`src/rtl/hazard_ctrl_if.sv`:
```
// Decode/execute hazard interface: decode-side inputs to the hazard controller
// and the stall, flush, issue and forwarding-tag outputs it returns.
interface hazard_ctrl_if #(
    parameter int CNT_W = 16
);
    logic [31:0]      id_ir;
    logic             id_valid;
    logic             branch_taken;
    logic             mem_busy;
    logic             issue;
    logic             stall;
    logic             flush;
    logic [4:0]       AA;
    logic [4:0]       AM;
    logic [4:0]       AW;
    logic [CNT_W-1:0] bubble_cnt;

    modport master (
        output id_ir, id_valid, branch_taken, mem_busy,
        input  issue, stall, flush, AA, AM, AW, bubble_cnt
    );

    modport slave (
        input  id_ir, id_valid, branch_taken, mem_busy,
        output issue, stall, flush, AA, AM, AW, bubble_cnt
    );
endinterface

```
`src/rtl/hazard_ctrl.sv`:
```
// Hazard controller for execute and later stages: tracks in-flight destination
// registers, drives forwarding tags, detects load-use and sequences branch flushes.
module hazard_ctrl #(
    parameter int CNT_W        = 16,
    parameter int FLUSH_CYCLES = 2
) (
    input logic         clk,
    input logic         rst,
    hazard_ctrl_if.slave hz
);
    localparam logic [6:0] OP_R     = 7'b0110011;
    localparam logic [6:0] OP_I     = 7'b0010011;
    localparam logic [6:0] OP_LOAD  = 7'b0000011;
    localparam logic [6:0] OP_STORE = 7'b0100011;
    localparam logic [6:0] OP_BR    = 7'b1100011;
    localparam logic [6:0] OP_LUI   = 7'b0110111;
    localparam logic [6:0] OP_AUIPC = 7'b0010111;
    localparam logic [6:0] OP_JAL   = 7'b1101111;
    localparam logic [6:0] OP_JALR  = 7'b1100111;
    localparam logic [1:0] LAST_K   = 2'(FLUSH_CYCLES - 1);

    // rd is stored already masked by wr, so a valid entry's rd is its tag.
    typedef struct packed {
        logic       valid;
        logic [4:0] rd;
        logic       ld;
    } entry_t;

    typedef enum logic {IDLE, FLUSH} state_t;

    entry_t           ex_q, mem_q, wb_q;
    state_t           state_q, state_d;
    logic [1:0]       k_q, k_d;
    logic [CNT_W-1:0] bubble_q;

    logic [6:0] opcode;
    logic [4:0] rd, rs1, rs2;
    logic       wr, use1, use2, ld, load_use;
    logic       flush, stall, issue;
    logic       unused_ir;

    assign opcode    = hz.id_ir[6:0];
    assign rd        = hz.id_ir[11:7];
    assign rs1       = hz.id_ir[19:15];
    assign rs2       = hz.id_ir[24:20];
    assign unused_ir = ^{hz.id_ir[31:25], hz.id_ir[14:12]};

    assign wr   = opcode inside {OP_R, OP_I, OP_LOAD, OP_LUI, OP_AUIPC, OP_JAL, OP_JALR};
    assign use1 = opcode inside {OP_R, OP_I, OP_LOAD, OP_STORE, OP_BR, OP_JALR};
    assign use2 = opcode inside {OP_R, OP_STORE, OP_BR};
    assign ld   = (opcode == OP_LOAD);

    assign load_use = ex_q.valid && ex_q.ld && (ex_q.rd != 5'd0) &&
                      ((use1 && rs1 == ex_q.rd) || (use2 && rs2 == ex_q.rd));

    assign stall = hz.mem_busy | load_use;
    assign issue = hz.id_valid & ~stall & ~flush;

    // NOTE: every variable assigned in an always_comb gets a default first, so
    // no path through the case leaves it unassigned and no latch is inferred.
    always_comb begin
        state_d = state_q;
        k_d     = k_q;
        flush   = hz.branch_taken | (state_q != IDLE);
        if (!hz.mem_busy) begin
            case (state_q)
                IDLE: begin
                    if (hz.branch_taken && FLUSH_CYCLES > 1) begin
                        state_d = FLUSH;
                        k_d     = 2'd1;
                    end
                end
                FLUSH: begin
                    if (k_q == LAST_K) begin
                        state_d = IDLE;
                        k_d     = 2'd0;
                    end else begin
                        k_d = k_q + 2'd1;
                    end
                end
                default: state_d = IDLE;
            endcase
        end
    end

    // NOTE: sequential state uses non-blocking assignments so every register
    // samples pre-edge values; WB <= MEM <= EX shifts correctly in any order.
    always_ff @(posedge clk or posedge rst) begin
        if (rst) begin
            state_q <= IDLE;
            k_q     <= 2'd0;
            ex_q    <= '0;
            mem_q   <= '0;
            wb_q    <= '0;
        end else if (!hz.mem_busy) begin
            state_q <= state_d;
            k_q     <= k_d;
            wb_q    <= mem_q;
            mem_q   <= '{valid: ex_q.valid & ~flush, rd: ex_q.rd, ld: ex_q.ld};
            ex_q    <= issue ? '{valid: 1'b1, rd: (wr ? rd : 5'd0), ld: ld} : '0;
        end
    end

    // Counts stalled decode cycles even while memory freezes the pipeline.
    always_ff @(posedge clk or posedge rst) begin
        if (rst) begin
            bubble_q <= '0;
        end else if (hz.id_valid && !issue && bubble_q != '1) begin
            bubble_q <= bubble_q + 1'b1;
        end
    end

    assign hz.issue      = issue;
    assign hz.stall      = stall;
    assign hz.flush      = flush;
    assign hz.AA         = ex_q.valid  ? ex_q.rd  : 5'd0;
    assign hz.AM         = mem_q.valid ? mem_q.rd : 5'd0;
    assign hz.AW         = wb_q.valid  ? wb_q.rd  : 5'd0;
    assign hz.bubble_cnt = bubble_q;
endmodule

```
`src/flat_wrapper.sv`:
```
// flat-port wrapper written by rule: the top's interface ports become plain ports
module hazard_ctrl_flat 
#(
    parameter int CNT_W        = 16,
    parameter int FLUSH_CYCLES = 2
)
  (clk, rst, hz_id_ir, hz_id_valid, hz_branch_taken, hz_mem_busy, hz_issue, hz_stall, hz_flush, hz_AA, hz_AM, hz_AW, hz_bubble_cnt);
  hazard_ctrl_if #(.CNT_W(CNT_W)) hz_i ();
  input logic clk;
  input logic rst;
  input wire logic [$bits(hz_i.id_ir)-1:0] hz_id_ir;
  input wire logic [$bits(hz_i.id_valid)-1:0] hz_id_valid;
  input wire logic [$bits(hz_i.branch_taken)-1:0] hz_branch_taken;
  input wire logic [$bits(hz_i.mem_busy)-1:0] hz_mem_busy;
  output wire logic [$bits(hz_i.issue)-1:0] hz_issue;
  output wire logic [$bits(hz_i.stall)-1:0] hz_stall;
  output wire logic [$bits(hz_i.flush)-1:0] hz_flush;
  output wire logic [$bits(hz_i.AA)-1:0] hz_AA;
  output wire logic [$bits(hz_i.AM)-1:0] hz_AM;
  output wire logic [$bits(hz_i.AW)-1:0] hz_AW;
  output wire logic [$bits(hz_i.bubble_cnt)-1:0] hz_bubble_cnt;
  assign hz_i.id_ir = hz_id_ir;
  assign hz_i.id_valid = hz_id_valid;
  assign hz_i.branch_taken = hz_branch_taken;
  assign hz_i.mem_busy = hz_mem_busy;
  assign hz_issue = hz_i.issue;
  assign hz_stall = hz_i.stall;
  assign hz_flush = hz_i.flush;
  assign hz_AA = hz_i.AA;
  assign hz_AM = hz_i.AM;
  assign hz_AW = hz_i.AW;
  assign hz_bubble_cnt = hz_i.bubble_cnt;
  hazard_ctrl #(.CNT_W(CNT_W), .FLUSH_CYCLES(FLUSH_CYCLES)) u_core (.clk(clk), .rst(rst), .hz(hz_i));
endmodule
```
`config.mk`:
```
export PLATFORM = sky130hd
export DESIGN_NAME = hazard_ctrl_flat
export DESIGN_NICKNAME = d
export VERILOG_FILES = /design/src/rtl/hazard_ctrl_if.sv /design/src/rtl/hazard_ctrl.sv /design/src/flat_wrapper.sv
export SDC_FILE = /design/constraint.sdc
export NUM_CORES = 1
export LEC_CHECK = 0
export ABC_CLOCK_PERIOD_IN_PS = 2200
export BUFFER_PORTS_ARGS = -buffer_cell sky130_fd_sc_hd__buf_2
export CAP_MARGIN = 20
export CELL_PAD_IN_SITES_DETAIL_PLACEMENT = 1
export CELL_PAD_IN_SITES_GLOBAL_PLACEMENT = 1
export CORE_ASPECT_RATIO = 0.9
export CORE_MARGIN = 2
export CORE_UTILIZATION = 37
export DETAILED_ROUTE_END_ITERATION = 10
export PLACE_DENSITY = 0.87
export SYNTH_ARGS = -nofsm -noshare
export SYNTH_HDL_FRONTEND = slang
export SYNTH_SLANG_ARGS = --single-unit
```
`constraint.sdc`:
```
create_clock -name clk -period 2.2 [get_ports clk]
set_input_delay 0.11 -clock clk [delete_from_list [all_inputs] [get_ports clk]]
set_output_delay 0.11 -clock clk [all_outputs]
set_load 0.05 [all_outputs]
```
# [Word level (Yosys, flattened, before mapping)]
# Cells that the tools add are included.
[word_totals] regBits=38 latch_bits=0 ram_bits=0 romBits=0 in_bits=37 memories=0
[classes] n_addsub=2 mul=0 n_div=0 n_lt_le_gt_ge=0 n_eq_ne=14 shifts=0 muxes=11 bitwise_logic=9 reduce_logical=14
[op_table] cell="$eq 7x6->1 const B" count=3
[op_table] cell="$eq 7x7->1 const B" count=3
[op_table] cell="$mux 5" count=4
[op_table] cell="$add 16x1->16 const B" count=1
[op_table] cell="$ne 16x16->1 const B" count=1
[op_table] cell="$eq 7x5->1 const B" count=2
[op_table] cell="$eq 5x5->1" count=2
[op_table] cell="$eq 7x2->1 const B" count=1
[op_table] cell="$logic_and 1x1->1" count=7
[op_table] cell="$mux 7" count=1
[op_table] cell="$reduce_bool 7->1" count=1
[op_table] cell="$reduce_bool 6->1" count=1
[op_table] cell="$reduce_bool 5->1" count=1
[op_table] cell="$mux 2" count=2
[op_table] cell="$not 1->1" count=4
[op_table] cell="$pmux 2 s2" count=1
[op_table] cell="$and 1x1->1" count=3
[op_table] cell="$reduce_bool 3->1" count=1
[op_table] cell="$add 2x1->2 const B" count=1
[op_table] cell="$eq 2x1->1 const B" count=1
[op_table] cell="$mux 1" count=2
[op_table] cell="$ne 2x2->1 const B" count=1
[op_table] cell="$or 1x1->1" count=2
[op_table] cell="$pmux 1 s2" count=1
[op_table] cell="other kinds (3)" count=3

# [Depth between registers and ports, before layout]
[logic_depth] depth_word=12 depth_mapped=8

# [Worst setup path before layout]
# OpenSTA, ideal clock, no wires.
[synth_path] path_type="reg2reg" from="register u_core.ex_q[2] in the netlist's numbering" to="register u_core.ex_q[2] in the netlist's numbering" t_arrival_ns=2.175 required_ns=2.134 path_slack_ns=-0.042 path_stages_with_launch=6 n_path_buf=0 synth_period_minus_slack_ns=2.242 path_cell_list="dfrtp_1 > or4_1 > o221ai_2 > and3_1 > and4_1 > a22o_1"
[synth_between] elab_chain_len=9 word_cells_on_any_way=13 cone_classes="eq/ne (2); mux (1); bitwise (4); reduce/logical (6)"
[synth_lines] element="from (decl)" line_no="hazard_ctrl.sv:31" source="entry_t ex_q, mem_q, wb_q;"
[synth_lines] element="from (signal assigned)" line_no="hazard_ctrl.sv:100" source="ex_q <= issue ? '{valid: 1'b1, rd: (wr ? rd : 5'd0), ld: ld} : '0;"
[synth_lines] element="$eq 5x5->1" line_no="hazard_ctrl.sv:54" source="((use1 && rs1 == ex_q.rd) || (use2 && rs2 == ex_q.rd));"
[synth_lines] element="$logic_and 1x1->1" line_no="hazard_ctrl.sv:54"
[synth_lines] element="$logic_or 1x1->1" line_no="hazard_ctrl.sv:54"
[synth_lines] element="$logic_and 1x1->1 *" line_no="hazard_ctrl.sv:53" source="assign load_use = ex_q.valid && ex_q.ld && (ex_q.rd != 5'd0) &&"
[synth_lines] element="$or 1x1->1 *" line_no="hazard_ctrl.sv:56" source="assign stall = hz.mem_busy | load_use;"
[synth_lines] element="$not 1->1 *" line_no="hazard_ctrl.sv:57" source="assign issue = hz.id_valid & ~stall & ~flush;"
[synth_lines] element="$and 1x1->1 * (2 in a row)" line_no="hazard_ctrl.sv:57"
[synth_lines] element="named net hz_issue" line_no="flat_wrapper.sv:15" source="output wire logic [$bits(hz_i.issue)-1:0] hz_issue;"
[synth_lines] element="$mux 7 *" line_no="hazard_ctrl.sv:100"
# Mark *: on every way through the listed nets, which the timed path passes. The rest lies on a longest branch.
# A chain may end at the register's enable or synchronous reset.

# [Worst setup path after layout]
[layout_path] from="register u_core.ex_q[3] in the netlist's numbering" to="output hz_issue"
[layout_between] elab_chain_len=8 word_cells_on_any_way=12 cone_classes="eq/ne (2); bitwise (4); reduce/logical (6)"
[layout_lines] element="$eq 5x5->1" line_no="hazard_ctrl.sv:54"
[layout_lines] element="$logic_and 1x1->1" line_no="hazard_ctrl.sv:54"
[layout_lines] element="$logic_or 1x1->1" line_no="hazard_ctrl.sv:54"
[layout_lines] element="$logic_and 1x1->1 *" line_no="hazard_ctrl.sv:53"
[layout_lines] element="$or 1x1->1 *" line_no="hazard_ctrl.sv:56"
[layout_lines] element="$not 1->1 *" line_no="hazard_ctrl.sv:57"
[layout_lines] element="$and 1x1->1 * (2 in a row)" line_no="hazard_ctrl.sv:57"
[layout_lines] element="to (decl)" line_no="flat_wrapper.sv:15"
# Mark *: on every way between the ends. The rest lies on a longest branch, timed or not.

==> results.md <==
- CP Cell Sequence: or4_1, o221ai_4, and3_2, buf_6
- Worst r2r src: u_core.ex_q[1]
- Clock Skews: 0.00773 ns
- Post-synthesis compound-gate area fraction: 7.11%
- CP endpoint: hz_issue
- Final count of pins violating max slew: 0
- Initial antenna violation count: 0
- Placed Area: 2350 µm²
- Initial core utilization: 39.1%
- Hold Path Class: in2reg
- Post-synthesis simple-gate area fraction: 22.2%
- Post-synthesis mux area share: 7.49%
- Slew @ Worst Pin: 0.472 ns
- FF+latch count, synth: 38
- Max cap viols: 0
- Fmax: 0.472 GHz
- Critical Path Stages: 4
- Final Hold Viols: 0
- Filler cells: 562
- Post-route cell area: 2520 µm²
- CP required: 2.09 ns
- Leak pwr: 1.31 nW
- Status: finished, final reports clean
- Prevailing post-synth register cell: dfrtp_1
- Syn_nets: 209
- CTS H-tree lvls: 2
- Via total after detailed routing: 1567
- First-pass GRT wire length: 7.84 mm
- Core area: 4950 µm²
- Sequential area share after synthesis: 49.1%
- CP Launch Point: u_core.ex_q[3]
- 1st-iter DRT viols: 64
- Cell family with the largest share of critical-path delay: simple AND/OR/NAND/NOR gates
- Power density over the cells: 812 nW/µm²
- Total Routing Usage GR: 17.6%
- Post-DP HPWL: 3.63 mm
- Slew HR: 68.4%
- Final Critical Period: 2.12 ns
- Die extent in y: 72.6 µm
- Largest family of logic cells by synthesized area: simple AND/OR/NAND/NOR gates
- Final setup viols: 0
- Nets: 278
- R2r setup slk: 0.11 ns
- Post-Layout Cell Count: 306
- Cells after synthesis: 171
- R2R depth: 8
- EDFF count, synth: 0
- Clock Latency Late Sink: 0.29 ns
- Setup crit start kind: flop
- Largest net degree at the start of global routing: 39
- Ports: 71
- Wirelength per Cell: 15.9 µm
- Vias in the first global route: 1597
- Vias per cell: 5.12
- Register clock-pin slew on the reported worst setup and hold paths: 0.07 ns
- Syn_area_per_cell: 11.3 µm²
- Seq. cell area: 957 µm²
- Crit-path max cell delay: 0.57 ns
- Post-Synth Adder-Cell Area: 0.646%
- Synth Area in XOR/XNOR: 11.3%
- Multi-input logic area: 1010 µm²
- Critical path class: reg2out
- RR Endpoint: u_core.hz.bubble_cnt[15]
- Buffers on Ports: 60
- Die area: 5830 µm²
- Placed cell count: 297
- Max Fanout on Critical Path: 6
- Clock tree from TritonCTS: done
- Utilization after layout: 50.9%
- Ys async rst share: 100%
- CP Data Arrival Time: 2.01 ns
- Distinct cells, synth: 39
- DRT antenna net count: 0
- Slowest stage cell, crit path: or4_1
- Layout cells sized above 1: 43.2%
- Inserted Diodes: 0
- CTS sink cnt: 38
- FP Rows: 24
- DR pass1 iterations: 4
- Clock Tree Buf Depth: 2
- Die Wd: 80.3 µm
- DRC errors left: 0
- Global route total overflow: 0
- Cell area after technology mapping: 1940 µm²
- Buf+Inv Stages, Crit Path: 1
- Cts bufs inserted: 5
- Yosys synthesis warning count: 0
- Global placement routability congestion: 0.770
- IR drop worst, VDD: 737 µV
- CP endpoint kind: output pin
- CTS root buf: clkbuf_8
- Synth-to-layout area growth: 30.2%
- Final WL: 4.87 mm
- Fin crit share: 96.2%
==> where the power goes <==
group / internal [mW] / switching [mW] / total (mW)
clock network: 0.253 / 0.239 / 0.492
logic: 0.195 / 0.448 / 0.643
registers: 0.792 / 0.121 / 0.914
==> registers in the layout (all words and copies together), names as in the netlist <==
signal	cells
u_core.state_q	1
u_core.mem_q	6
u_core.wb_q	6
u_core.k_q	2
u_core.hz.bubble_cnt	16
u_core.ex_q	7
==> cell families (layout without fill, tap and decap cells) <==
group / after synthesis / in the layout
adder cells (fa/ha/maj): 1 / 1
flip-flops: 38 / 38
buffers and inverters: 9 / 79
AND/OR/NAND/NOR: 68 / 68
XOR/XNOR: 25 / 25
AO/OA/AOI/OAI: 17 / 17
multiplexers: 13 / 13
==> layout make-up <==
type,count,share of cell area [%]
clock buffers,7,3.42
clock inverters,1,0.199
inverters,5,0.744
multi-input cells,124,39.9
flip-flops and latches,38,38.0
well taps,65,3.23
repair buffers,66,14.5
==> how the worst min path moves through the flow <==
stage | from | cells past startpoint | slack [ns] | end
2_1_floorplan | hz_id_ir[8] | 1 | 0.24 | u_core.ex_q[2]
3_3_place_gp | rst | 3 | 0.25 | u_core.k_q[1]
3_5_place_dp | rst | 3 | 0.25 | u_core.k_q[1]
4_1_cts | hz_id_ir[11] | 2 | 0.04 | u_core.ex_q[5]
5_1_grt | hz_id_ir[11] | 2 | 0.06 | u_core.ex_q[5]
6_report | hz_id_ir[11] | 2 | 0.06 | u_core.ex_q[5]
==> cells in the mapped netlist (3+ instances only) <==
master / count / area share (%)
inv_1: 5 / 0.97
and2_1: 15 / 4.8
xor2_1: 14 / 6.3
nand3_1: 8 / 2.1
xnor2_1: 11 / 5.0
nor4_2: 3 / 1.9
mux2_2: 12 / 7.0
nand2_1: 9 / 1.7
a22o_1: 5 / 2.3
nor3_2: 4 / 2.1
dfrtp_1: 38 / 49
nor2_1: 9 / 1.7
nor3_1: 3 / 0.77
and4_1: 4 / 1.8
==> stage by stage <==
step / total power [mW] / setup WS (ns) / TNS, ns / hold WS [ns]
2_1_floorplan: 1.37 / 0.0179 / 0 / 0.238
3_3_place_gp: 1.53 / 0.129 / 0 / 0.246
3_5_place_dp: 1.56 / 0.0665 / 0 / 0.254
4_1_cts: 2.06 / 0.0106 / 0 / 0.0416
5_1_grt: 2.16 / -0.0483 / -0.0815 / 0.0601
6_report: 2.05 / 0.0826 / 0 / 0.0566
==> layer usage <==
layer	track usage, %	vias to the layer above	part of all wire [%]	wire, µm
li1	-	736	-	-
met3	3.59	8	4.8	234
met2	30.3	47	52	2520
met4	5.27	0	1.7	84
met5	0	-	0	0
met1	22.6	776	42	2020
==> timing repair <==
action,CTS,global route
hold buffers,1,0
pin swaps,0,1
setup buffers,0,0
endpoints found under the setup margin,1,9
gates resized for setup,1,13
hold endpoints to repair,38,0
==> placed cells by master, fill, tap and decap left out, types with 3 or more instances in the layout <==
| cell type | n |
|---|---|
| nor3_2 | 6 |
| and4_1 | 3 |
| nor2_1 | 9 |
| buf_2 | 59 |
| clkbuf_8 | 6 |
| buf_4 | 4 |
| and2_1 | 15 |
| dfrtp_1 | 33 |
| nand3_1 | 8 |
| dfrtp_2 | 5 |
| a22o_1 | 5 |
| xnor2_1 | 10 |
| xor2_1 | 14 |
| inv_1 | 5 |
| mux2_2 | 12 |
| nand2_1 | 9 |
Power figures use the tool's default switching activity.
